--- src/rtl/psum_drain_ctrl.sv ---
// Drains psum vectors from the OFIFO into psum SRAM, optionally accumulating and applying ReLU.
// Latency: pop on POP, write on the following WB (2 cycles/vector); stalls in POP while ofifo_valid=0.
module psum_drain_ctrl #(
    parameter int psum_bw = 16,
    parameter int col     = 8,
    parameter int addr_w  = 11
) (
    input  logic                     clk,
    input  logic                     reset,
    input  logic                     start,
    input  logic [addr_w-1:0]        n_vec,
    input  logic [addr_w-1:0]        base_addr,
    input  logic                     acc_en,
    input  logic                     relu_en,
    input  logic                     ofifo_valid,
    input  logic [psum_bw*col-1:0]   psum_in,
    output logic                     ofifo_rd,
    output logic                     sram_cen,
    output logic                     sram_wen,
    output logic [addr_w-1:0]        sram_addr,
    output logic [psum_bw*col-1:0]   sram_d,
    input  logic [psum_bw*col-1:0]   sram_q,
    output logic                     busy,
    output logic                     done
);
    typedef enum logic [1:0] {IDLE, POP, WB, DONE} state_t;

    localparam logic [addr_w-1:0] one = {{(addr_w-1){1'b0}}, 1'b1};

    state_t                   state;
    state_t                   state_nxt;
    logic [addr_w-1:0]        n_reg;
    logic [addr_w-1:0]        addr_ptr;
    logic [addr_w-1:0]        cnt;
    logic [addr_w-1:0]        cnt_inc;
    logic                     acc_reg;
    logic                     relu_reg;
    logic [psum_bw*col-1:0]   hold_reg;
    logic [psum_bw*col-1:0]   d_reg;
    logic [psum_bw*col-1:0]   result;
    logic [psum_bw-1:0]       lane_sum;

    assign cnt_inc = cnt + one;

    // The stored operand is masked when not accumulating: no read was issued, so sram_q is stale.
    always_comb begin
        result   = '0;
        lane_sum = '0;
        for (int i = 0; i < col; i++) begin
            lane_sum = hold_reg[i*psum_bw +: psum_bw]
                     + (acc_reg ? sram_q[i*psum_bw +: psum_bw] : {psum_bw{1'b0}});
            result[i*psum_bw +: psum_bw] = (relu_reg && lane_sum[psum_bw-1]) ? {psum_bw{1'b0}} : lane_sum;
        end
    end

    always_comb begin
        state_nxt = state;
        ofifo_rd  = 1'b0;
        sram_cen  = 1'b1;
        sram_wen  = 1'b1;
        case (state)
            IDLE: begin
                if (start) state_nxt = (n_vec == '0) ? DONE : POP;
            end
            POP: begin
                if (ofifo_valid) begin
                    ofifo_rd  = 1'b1;
                    sram_cen  = ~acc_reg;
                    state_nxt = WB;
                end
            end
            WB: begin
                sram_cen  = 1'b0;
                sram_wen  = 1'b0;
                state_nxt = (cnt_inc == n_reg) ? DONE : POP;
            end
            DONE: state_nxt = IDLE;
            default: state_nxt = IDLE;
        endcase
        // A reset cycle abandons the job immediately, including the write of the current WB.
        if (reset) begin
            ofifo_rd = 1'b0;
            sram_cen = 1'b1;
            sram_wen = 1'b1;
        end
    end

    assign sram_addr = addr_ptr;
    assign sram_d    = (state == WB && !reset) ? result : d_reg;
    assign busy      = (state != IDLE);
    assign done      = (state == DONE);

    always_ff @(posedge clk) begin
        if (reset) begin
            state    <= IDLE;
            n_reg    <= '0;
            addr_ptr <= '0;
            cnt      <= '0;
            acc_reg  <= 1'b0;
            relu_reg <= 1'b0;
            hold_reg <= '0;
            d_reg    <= '0;
        end else begin
            state <= state_nxt;
            case (state)
                IDLE: begin
                    if (start) begin
                        n_reg    <= n_vec;
                        addr_ptr <= base_addr;
                        cnt      <= '0;
                        acc_reg  <= acc_en;
                        relu_reg <= relu_en;
                    end
                end
                POP: begin
                    if (ofifo_valid) hold_reg <= psum_in;
                end
                WB: begin
                    d_reg    <= result;
                    addr_ptr <= addr_ptr + one;
                    cnt      <= cnt_inc;
                end
                default: ;
            endcase
        end
    end
endmodule
--- config.mk ---
export PLATFORM = sky130hd
export DESIGN_NAME = psum_drain_ctrl
export DESIGN_NICKNAME = d
export VERILOG_FILES = /design/src/rtl/psum_drain_ctrl.sv
export SDC_FILE = /design/constraint.sdc
export NUM_CORES = 1
export LEC_CHECK = 0
export CORE_UTILIZATION = 35
export CTS_CLUSTER_SIZE = 40
export DETAILED_ROUTE_END_ITERATION = 7
export GPL_TIMING_DRIVEN = 0
export REMOVE_ABC_BUFFERS = 1
export SLEW_MARGIN = 40
export SYNTH_ARGS = -nofsm -noshare
export SYNTH_HDL_FRONTEND = slang
export SYNTH_SLANG_ARGS = --single-unit
--- constraint.sdc ---
create_clock -name clk -period 8.19 [get_ports clk]
set_input_delay 2.457 -clock clk [delete_from_list [all_inputs] [get_ports clk]]
set_output_delay 2.457 -clock clk [all_outputs]
set_load 0.02 [all_outputs]
==> flow_summary.json <==
{
  "status": "complete, no violations",
  "grt_usage_pct": 22.5,
  "hold_viol": 0,
  "finalSetupViolations": 0,
  "num_rows": 82,
  "ys_ff_latch": 293,
  "post-route-period-util_pct": 98.8,
  "synth_compound_area_share_pct": 27.1,
  "io_buffers": 427,
  "grt_max_degree": 89,
  "leakagePower_nw": 11.0,
  "power_mw": 3.84,
  "slew_headroom_pct": 45.9,
  "synth_top_cell_area_share_pct": 32.4,
  "core_area_sq_mm": 0.0506,
  "antenna_found_initial": 10,
  "overflow": 0,
  "ir_worst_vdd_mv": 0.156,
  "holdWs_ns": 0.442,
  "end_kind": "output port",
  "synth_top_family_by_area": "compound AO/OA/AOI/OAI gates",
  "cpMaxStageDelayCell": "clkdlybuf4s50_1",
  "via_per_inst": 5.39,
  "nNetsFinal": 3088,
  "dr_total_vias": 18214,
  "yosys.area_share.simple_pct": 20.8,
  "cts_root_buf": "clkbuf_16",
  "dominantRegCellSynth": "dfxtp_1",
  "critPathRequiredTime_ns": 5.73,
  "dp_hpwl_um": 44800,
  "yosysMostFrequentCell": "nand2_1",
  "synth_edf_count": 0,
  "worst-path-buf-inv": 2,
  "min_path_type": "reg2reg",
  "htreeDepth": 2,
  "ctsHoldBuffers": 0,
  "critPathTopFamily": "compound AO/OA/AOI/OAI gates",
  "synthCells": 2298,
  "wl_um": 61400,
  "synthArstFlopShare_pct": 0,
  "regToRegSetupSlack_ns": 4.74,
  "synth_warnings": 0,
  "cts_made_buffers": 38,
  "worst_pin_slew_ns": 0.810,
  "syn_to_final_growth_pct": 37.5,
  "post-place-ws_ns": -0.393,
  "synth_fa_ha_area_share_pct": 9.33,
  "dieArea_sq_mm": 0.0526,
  "arrival_ns": 5.64,
  "stdcell_area_sq_mm": 0.0249,
  "finClkSkew_ns": 0.0217,
  "yosysTopAreaCell": "dfxtp_1",
  "cts_sinks": 293,
  "p_per_area_mw_per_mm2": 154,
  "start_kind": "primary input",
  "setup_ws_ns": 0.0955,
  "cpMostUsedCell": "clkdlybuf4s50_1",
  "post_drt_wl_per_cell_um": 18.2,
  "worst-path-max-fanout": 10,
  "synth_common_cells": "nand2_1 (481), dfxtp_1 (293), a21oi_1 (242)",
  "cts_tree": "built",
  "grt_pass1_wl_um": 95800,
  "place_inst": 3294,
  "remaining_drc_errors": 0,
  "syn-cell-area_sq_mm": 0.0181,
  "die_h_um": 229,
  "synth.avg_cell_area_sq_um": 7.87,
  "period_minus_slack_ns": 8.09,
  "synthXorXnorAreaFrac_pct": 6.25,
  "synth.distinct_cells": 63,
  "maxCapViolCount": 0,
  "grt_pass1_vias": 17933,
  "slew_violations": 0,
  "fmax_mhz": 124,
  "antenna_left": 0,
  "clockBufferDepth": 3,
  "io_pins": 428,
  "placedInstanceArea_sq_mm": 0.0232,
  "synth-seq-area-share_pct": 32.4,
  "dieWidth_um": 229,
  "critPathKind": "in2out",
  "drt-initial-drc-count": 1141,
  "drive_above_1_share_pct": 5.63,
  "clk_pin_slew_ns": 0.05,
  "utilization_pct": 49.2,
  "synth_area_leaders": "dfxtp_1 (32%), nand2_1 (10%), ha_1 (8.4%)",
  "fin_cells": 3377,
  "drt-pass1-iter-count": 5,
  "worstSkewPairLatency_ns": 0.56,
  "worstPathCellList": "clkdlybuf4s50_1, and2_1, ha_1, a21oi_4, o21ai_1, a221o_1, a21oi_2, a21o_1, and3_4, a22o_1, clkdlybuf4s50_1",
  "gp_congestion": 0.880,
  "fin_setup_tns_ns": 0,
  "start_util_pct": 35.7,
  "muxShareOfSynthArea_pct": 0.332,
  "max_stage_delay_ns": 0.62
}
==> metal layers <==
layer	track usage [%]	vias up	share of wire, %
met5	0	-	0.086
li1	-	8939	-
met3	5.99	91	7.1
met2	37.0	533	46
met1	28.9	8643	45
met4	6.33	8	2.3
==> layout make-up <==
class / instances / area, sq um
fillers: 4863 / 25700
multi-input cells: 1845 / 11800
flip-flops and latches: 293 / 5870
repair buffers: 462 / 4930
clock buffers: 50 / 1110
well taps: 672 / 841
clock inverters: 16 / 193
inverters: 34 / 135
diodes: 5 / 12.5
==> timing repair <==
item | CTS | global route
pin swaps | 2 | 5
buffers inserted | 3 | 4
gates resized for setup | 43 | 82
gates cloned | 2 | 3
setup endpoints to repair | 89 | 111
==> worst paths after layout <==
check,from,end,cells after the start
setup / recovery,sram_q[106],sram_d[104],11
setup reg to reg,acc_reg,d_reg[0],10
hold / removal,d_reg[125],d_reg[125],2
hold reg to reg,d_reg[125],d_reg[125],2
==> worst register-to-register path, stage by stage (launching register included) <==
cell and delay, ns:
dfxtp_4 0.63, buf_12 0.31, and2_1 0.23, ha_1 0.29, a21o_1 0.22, a31o_1 0.22, a221o_1 0.36, a21oi_2 0.20
nand4b_1 0.23, and3_2 0.40, a22o_1 0.25
==> cells in the final DEF, fill, tap and decap left out, types with 9 or more instances in the layout <==
| master | synthesis | layout |
|---|---|---|
| nand4_1 | 10 | 10 |
| nor3_1 | 16 | 15 |
| inv_1 | 34 | 33 |
| a211oi_1 | 11 | 10 |
| o21ai_1 | 3 | 11 |
| and3_1 | 25 | 22 |
| dfxtp_1 | 293 | 291 |
| xnor2_1 | 90 | 90 |
| nor2_1 | 82 | 80 |
| a21o_1 | 40 | 40 |
| or3_1 | 12 | 11 |
| a21oi_1 | 242 | 238 |
| dlymetal6s2s_1 | 0 | 61 |
| nand3_1 | 27 | 23 |
| clkdlybuf4s50_1 | 0 | 349 |
| o21ai_0 | 150 | 140 |
| buf_4 | 1 | 15 |
| ha_1 | 122 | 121 |
| o211ai_1 | 18 | 18 |
| nand2_1 | 481 | 481 |
| dlygate4sd2_1 | 0 | 13 |
| and2_1 | 115 | 114 |
| nor2b_1 | 22 | 22 |
| a31oi_1 | 18 | 16 |
| a22o_1 | 164 | 164 |
| clkbuf_16 | 0 | 40 |
| xor2_1 | 39 | 39 |
| o21a_1 | 18 | 18 |
| a21oi_2 | 8 | 9 |
==> cells by family (layout without fill, tap and decap cells) <==
family | count (synthesis) | count (layout)
adders and majority gates | 130 | 130
AOI/OAI and AO/OA | 747 | 748
xor gates and xnor gates | 129 | 129
other | 0 | 5
DFF | 293 | 293
and+or+nand+nor | 828 | 832
muxes | 6 | 6
buffers and inverters | 165 | 562
==> where the power goes <==
part	total [mW]	leakage (nW)	switching [mW]	internal, mW
sequential	1.50	2.37	0.0352	1.47
combinational	0.572	7.99	0.291	0.281
clock	1.77	0.644	0.688	1.08
Power figures use the tool's default switching activity.
